### src/rtl/vga_timing_gen.sv
// VGA raster timing generator (optional frame counter via VGA_FRAME_COUNTER_EN).
// Latency: 1 clk from a pix_en=1 edge to the new position; all outputs registered.
// Backpressure: pix_en=0 holds every output; line_start/frame_start drop after one clk.
module vga_timing_gen #(
  parameter int activeHvideo = 640,
  parameter int hfp          = 24,
  parameter int hpulse       = 40,
  parameter int hbp          = 128,
  parameter int activeVvideo = 480,
  parameter int vfp          = 9,
  parameter int vpulse       = 2,
  parameter int vbp          = 29,
  parameter bit HSYNC_POL    = 1'b0,
  parameter bit VSYNC_POL    = 1'b0
) (
  input  logic        clk,
  input  logic        reset,
  input  logic        pix_en,
  output logic        hsync,
  output logic        vsync,
  output logic [10:0] x_px,
  output logic [10:0] y_px,
  output logic        activevideo,
  output logic        line_start,
  output logic        frame_start
`ifdef VGA_FRAME_COUNTER_EN
  ,
  output logic [15:0] frame_cnt
`endif
);

  localparam int HTOTAL = activeHvideo + hfp + hpulse + hbp;
  localparam int VTOTAL = activeVvideo + vfp + vpulse + vbp;

  // 12-bit compare constants so a 2048 total still fits without overflow.
  localparam logic [11:0] H_LAST     = 12'(HTOTAL - 1);
  localparam logic [11:0] H_ACT      = 12'(activeHvideo);
  localparam logic [11:0] H_SYNC_BEG = 12'(activeHvideo + hfp);
  localparam logic [11:0] H_SYNC_END = 12'(activeHvideo + hfp + hpulse);
  localparam logic [11:0] V_LAST     = 12'(VTOTAL - 1);
  localparam logic [11:0] V_ACT      = 12'(activeVvideo);
  localparam logic [11:0] V_SYNC_BEG = 12'(activeVvideo + vfp);
  localparam logic [11:0] V_SYNC_END = 12'(activeVvideo + vfp + vpulse);

  typedef enum logic {
    ST_ARMED,
    ST_RUN
  } state_t;

  state_t      state;
  logic [10:0] x_nxt;
  logic [10:0] y_nxt;
  logic [11:0] xn_e;
  logic [11:0] yn_e;
  logic        x_wrap;
  logic        y_wrap;
  logic        frame_wrap;

  always_comb begin
    x_wrap     = ({1'b0, x_px} == H_LAST);
    y_wrap     = ({1'b0, y_px} == V_LAST);
    x_nxt      = x_wrap ? 11'd0 : x_px + 11'd1;
    y_nxt      = y_px;
    if (x_wrap) begin
      y_nxt = y_wrap ? 11'd0 : y_px + 11'd1;
    end
    frame_wrap = (state == ST_RUN) && x_wrap && y_wrap;
    // The first enabled cycle after reset loads the origin instead of advancing.
    if (state == ST_ARMED) begin
      x_nxt = 11'd0;
      y_nxt = 11'd0;
    end
    xn_e = {1'b0, x_nxt};
    yn_e = {1'b0, y_nxt};
  end

  always_ff @(posedge clk) begin
    if (reset) begin
      state       <= ST_ARMED;
      x_px        <= 11'd0;
      y_px        <= 11'd0;
      hsync       <= ~HSYNC_POL;
      vsync       <= ~VSYNC_POL;
      activevideo <= 1'b0;
      line_start  <= 1'b0;
      frame_start <= 1'b0;
`ifdef VGA_FRAME_COUNTER_EN
      frame_cnt   <= 16'd0;
`endif
    end else begin
      line_start  <= 1'b0;
      frame_start <= 1'b0;
      if (pix_en) begin
        state       <= ST_RUN;
        x_px        <= x_nxt;
        y_px        <= y_nxt;
        hsync       <= (xn_e >= H_SYNC_BEG && xn_e < H_SYNC_END) ? HSYNC_POL : ~HSYNC_POL;
        vsync       <= (yn_e >= V_SYNC_BEG && yn_e < V_SYNC_END) ? VSYNC_POL : ~VSYNC_POL;
        activevideo <= (xn_e < H_ACT) && (yn_e < V_ACT);
        line_start  <= (x_nxt == 11'd0);
        frame_start <= (x_nxt == 11'd0) && (y_nxt == 11'd0);
`ifdef VGA_FRAME_COUNTER_EN
        if (frame_wrap) begin
          frame_cnt <= frame_cnt + 16'd1;
        end
`endif
      end
    end
  end

`ifndef VGA_FRAME_COUNTER_EN
  logic unused_frame_wrap;
  assign unused_frame_wrap = frame_wrap;
`endif

endmodule

### config.mk
export PLATFORM = sky130hd
export DESIGN_NAME = vga_timing_gen
export DESIGN_NICKNAME = d
export VERILOG_FILES = /design/src/rtl/vga_timing_gen.sv
export SDC_FILE = /design/constraint.sdc
export NUM_CORES = 1
export LEC_CHECK = 0
export BUFFER_PORTS_ARGS = -buffer_cell sky130_fd_sc_hd__buf_2
export CORE_MARGIN = 2
export CORE_UTILIZATION = 25
export CTS_BUF_LIST = sky130_fd_sc_hd__clkbuf_16
export DETAILED_ROUTE_END_ITERATION = 16
export PLACE_DENSITY = 0.44
export SYNTH_ARGS = -nofsm -noshare
export SYNTH_HDL_FRONTEND = slang
export SYNTH_SLANG_ARGS = --single-unit
### constraint.sdc
create_clock -name clk -period 2.2 [get_ports clk]
set_input_delay 0.44 -clock clk [delete_from_list [all_inputs] [get_ports clk]]
set_output_delay 0.44 -clock clk [all_outputs]
set_load 0.05 [all_outputs]
; Word level (Yosys, flattened, before mapping)
; Index checks and enable logic that the tools add are counted.
; W data, S select, Z words.
[word_totals]
input_bits = 3
output_inout_bits = 27
register_bits = 28
word_cells = 33
[classes]
muxes = 7
n_eq_ne = 2
bitwise = 1
order_cmp = 6
n_addsub = 2
reduce_logical = 7
[op_table]
columns = operator, count
row1 = $mux W11, 5
row2 = $add A11 B1 Y11 const B, 2
row3 = $eq A11 B10 Y1 const B, 2
row4 = $logic_not A11 Y1, 2
row5 = $lt A11 B10 Y1 const B, 2
row6 = $lt A11 B9 Y1 const B, 2
row7 = $ge A11 B10 Y1 const B, 1
row8 = $ge A11 B9 Y1 const B, 1
row9 = $logic_and A1 B1 Y1, 4
row10 = $mux W1, 2
row11 = $reduce_or A2 Y1, 1
row12 = $not A1 Y1, 1

; Logic depth before layout (Yosys ltp)
[logic_depth]
ltp_word = 7
depth_mapped = 8
depth_no_buf = 7

; Worst setup path before layout
; Ideal clock, no wire load.
[synth_path]
path_type = flip-flop to flip-flop
startpoint = reg x_px[0]
endpoint = reg activevideo
t_required_ps = 2116
path_buffers = 1
setup_time_ps = 84
setup_slack_ps = -356
stages_incl_launch_ff = 9
arrival_ps = 2472
synth_period_minus_slack_ps = 2556
path_cell_list = dfxtp_1 ha_1 buf_4 inv_1 o41ai_4 a21oi_2 a211o_1 a221o_1 o31ai_2
[synth_via]
elab_chain_cells = 5
elab_cells_between_ends = 9
cone_classes = add/sub: 1 / order compare: 2 / eq/ne: 1 / mux: 4 / reduce/logical: 1
[synth_rtl]
columns = item, line_no
row1 = from (decl), 21  ; output logic [10:0] x_px,
row2 = from (signal assigned), 95  ; x_px <= x_nxt;
row3 = $add A11 B1 Y11 or $eq A11 B10 Y1 (tied branches), "62, 60"
row4 = $mux W11 (on tied branches), "62, 64"
row5 = $mux W11, 69  ; if (state == ST_ARMED) begin
row6 = $lt A11 B10 Y1 or $lt A11 B9 Y1 (tied branches), 99  ; activevideo <= (xn_e < H_ACT) && (yn_e < V_ACT);
row7 = $logic_and A1 B1 Y1 (*), 99
row8 = to (signal assigned), 99
row9 = to (decl), 23  ; output logic activevideo,
; Mark *: on every way between the ends. The rest lies on a longest branch, timed or not.
; A chain may end at the register's enable or synchronous reset.

; Final worst setup path
[layout_path]
startpoint = reg y_px[0]
endpoint = reg frame_start
[layout_via]
elab_chain_cells = 6
elab_cells_between_ends = 7
cone_classes = add/sub: 1 / eq/ne: 1 / mux: 3 / reduce/logical: 2
[layout_rtl]
columns = item, line_no
row1 = from (decl), 22  ; output logic [10:0] y_px,
row2 = from (signal assigned), 96  ; y_px <= y_nxt;
row3 = $add A11 B1 Y11 or $eq A11 B10 Y1 (tied branches), "65, 61"
row4 = $mux W11, 65  ; y_nxt = y_wrap ? 11'd0 : y_px + 11'd1;
row5 = $mux W11 (*), 64  ; if (x_wrap) begin
row6 = $mux W11 (*), 69
row7 = $logic_not A11 Y1 (*), 101  ; frame_start <= (x_nxt == 11'd0) && (y_nxt == 11'd0);
row8 = $logic_and A1 B1 Y1 (*), 101
row9 = to (signal assigned), 101
row10 = to (decl), 25  ; output logic frame_start
; Marked as above.

==> results.tsv <==
metric	value	unit
status	completed	
reg2reg setup slack	100	ps
final setup fails	0	
Placed Instances	407	
Critical R2R Launch	y_px[0]	
hold_sp	activevideo	
worst skew pair latency	270	ps
DR pass1 iterations	4	
Leak	0.000978	uW
fmax	476	MHz
worst min-delay path class	register to register	
Synthesized Nets	271	
initial core utilization	25.4	%
Final min period	2100	ps
initial antenna violation count	0	
# IOs	30	
cell with the most instances after synthesis	nor2_1	
Met2 Routed Length	3190	um
Crit path top cell by count	and4b_1	
crit share post-route	95.6	%
Final Hold Viols	0	
Layout Utilization	32.0	%
register area share after synthesis	27.2	%
fillers	881	
total track usage	15.2	%
synth top area cells	dfxtp_1 27%, nor2_1 6.6%, a21oi_1 4.4%	
Clock Tree Buf Depth	2	
Yosys warning total	0	
hpwl dp	4820	um
TritonCTS buffer count	3	
Synth Flop Type	dfxtp_1	
wire per inst	16.3	um
Die Width	94.7	um
Rel. slew slack	72.2	%
PD cells	417	mW/mm^2
share of the synthesized area in the top cell type	27.2	%
Startpoint Class	register	
Layout Cells excl Fill	414	
layout cell share with drive strength beyond 1	30.7	%
post-synthesis register bit count	28	
diode count	0	
core area	0.00809	mm^2
clk root buf	clkbuf_16	
Detailed Route WL	6760	um
Mapped Cells	266	
FF-to-FF End	frame_start	
syn_area_per_cell	7.74	um^2
clock-pin slew on the worst setup and hold paths	70	ps
crit-path cells	ha_1 > buf_4 > nor4bb_1 > nand3_1 > nand4_1 > and4b_1 > a41oi_1 > and4b_1	
Reg2Reg Depth	8	
post-route antenna net violation count	0	
metal3 WL	264	um
Yosys top cell by area	dfxtp_1	
worst slew pin tran	417	ps
CP Buf/Inv Count	1	
GP Congestion	0.900	
Async S/R FF share, synth	0	%
Vias/cell	5.31	
Netlist cell types	64	
DR vias	2199	
Clock Sinks	28	
critical path endpoint category	register	
Met1 Wirelength	3210	um
synth cell count leaders	36 x nor2_1, 28 x dfxtp_1, 23 x nand2_1, 18 x a21oi_1, 13 x o21ai_0	
Critical Path AT	2310	ps
gr ovfl total	0	
DRC viols	0	
Largest stage delay, worst path	330	ps
clock skew	7.30	ps
Critical Path RT	2410	ps
die span in y	94.7	um
number of DRC markers in iteration 0	115	
synthesized area	0.00206	mm^2
global-route wire length before repair	10600	um
Post-synth EDFFs	0	
FP Rows	33	
P&R area growth vs syn	25.8	%
H-tree depth	1	
top sig layer	met4	
peak supply drop	0.322	mV
Crit path max-delay family	simple AND/OR/NAND/NOR gates	
pins over their slew limit	0	
crit path kind	register to register	
worst hold stages	2	
hold endpoint	activevideo	
Final TNS setup	0	ps
max_cap viols	0	
CP max FO	5	
Port Buffers	29	
Nets	315	
die area	0.00897	mm^2
CTS tree	built	
vias in the first global route	2095	
Crit-path slowest cell	dfxtp_2	
largest net degree at the start of global routing	27	
state kept, by name (all words and copies together), names as in the netlist:
name,flops
activevideo,1
frame_start,1
hsync,1
line_start,1
state,1
vsync,1
x_px,11
y_px,11
cell families (layout without fill, tap and decap cells):
family,after synthesis,count (layout),synth area share [%]
simple gates,125,126,33.8
compound gates,70,70,25.5
flops,28,28,27.2
buf+inv,28,70,6.50
xor+xnor,10,10,4.26
mux,3,3,1.52
fa+ha+maj,2,2,1.22
final cells by class:
cell class / instances / area (um^2) / area share [%]
inverters: 7 / 26.3 / 1.01
repair buffers: 59 / 370 / 14.3
well taps: 105 / 131 / 5.07
clock inverters: 1 / 3.75 / 0.145
clock buffers: 3 / 75.1 / 2.90
multi-input cells: 211 / 1400 / 54.1
flip-flops and latches: 28 / 582 / 22.5
per-layer routing:
layer  vias up  global-route usage, %
li1       1077                      -
met2        61                   25.5
met1      1055                   20.1
met4         0                   4.23
met5         -                      0
met3         6                   2.23
placed cells by master, fill, tap and decap left out, types with 2 or more instances in the layout:
cell type,synthesis,routed
buf_2,4,29
nor3b_1,2,2
nor2b_1,3,3
a2bb2oi_1,4,4
xnor2_1,6,6
xor2_1,4,4
clkbuf_16,0,3
dfxtp_2,0,11
inv_1,7,8
a41oi_1,3,3
nand3_1,11,11
nand2b_1,2,2
a32oi_1,2,2
ha_1,2,2
and2_1,2,2
or2_2,2,2
nor3_2,0,4
dfxtp_4,0,2
o21ai_0,13,13
nand4_4,2,2
and3_1,4,4
nor4_1,5,5
and4b_1,3,3
dfxtp_1,28,15
a211oi_1,2,2
nor3_1,11,7
or3_1,2,2
o211ai_1,3,3
nand4_1,6,6
nor2_1,36,36
buf_4,4,30
a21o_1,3,3
mux2i_1,2,2
and4_1,2,2
a21oi_1,18,18
a31oi_1,4,4
nand2_1,23,23
o21a_1,2,2
stage by stage:
stage	total power (uW)	cell area, um^2	setup slack (ps)	hold slack (ps)
after floorplan	606	2080	-13.8	570
after global placement	656	2460	152	480
after detailed placement	656	2460	129	475
after CTS	1100	2540	117	491
after global routing	1130	2590	-21.1	515
final	1080	2590	97.4	473
timing repair:
item | 4_1_cts | 5_1_grt
resized for setup | 0 | 5
hold buffers | 0 | 0
endpoints found under the setup margin | 0 | 3
setup buffers | 0 | 2
power by group:
| group | leakage, uW | total (uW) | internal, uW | switching, uW |
|---|---|---|---|---|
| registers | 0.000234 | 515 | 512 | 3.27 |
| clock network | 0.0000423 | 438 | 245 | 193 |
| logic | 0.000702 | 129 | 40.7 | 88.0 |
worst max path at each step:
stage	start	to	slack, ps	cells past startpoint
after floorplan	x_px[0]	activevideo	-10	8
after global placement	y_px[0]	frame_start	150	8
after detailed placement	x_px[0]	frame_start	130	8
after CTS	x_px[0]	frame_start	120	8
after global routing	x_px[2]	vsync	-20	6
final	y_px[0]	frame_start	100	8
worst reg2reg max path, cell delays in order, from the launching register on:
cell and delay (ps):
dfxtp_2 330, ha_1 160, buf_4 140, nor4bb_1 320, nand3_1 280, nand4_1 220
and4b_1 220, a41oi_1 120, and4b_1 260
Note: power is estimated with default switching activity, not from simulation.
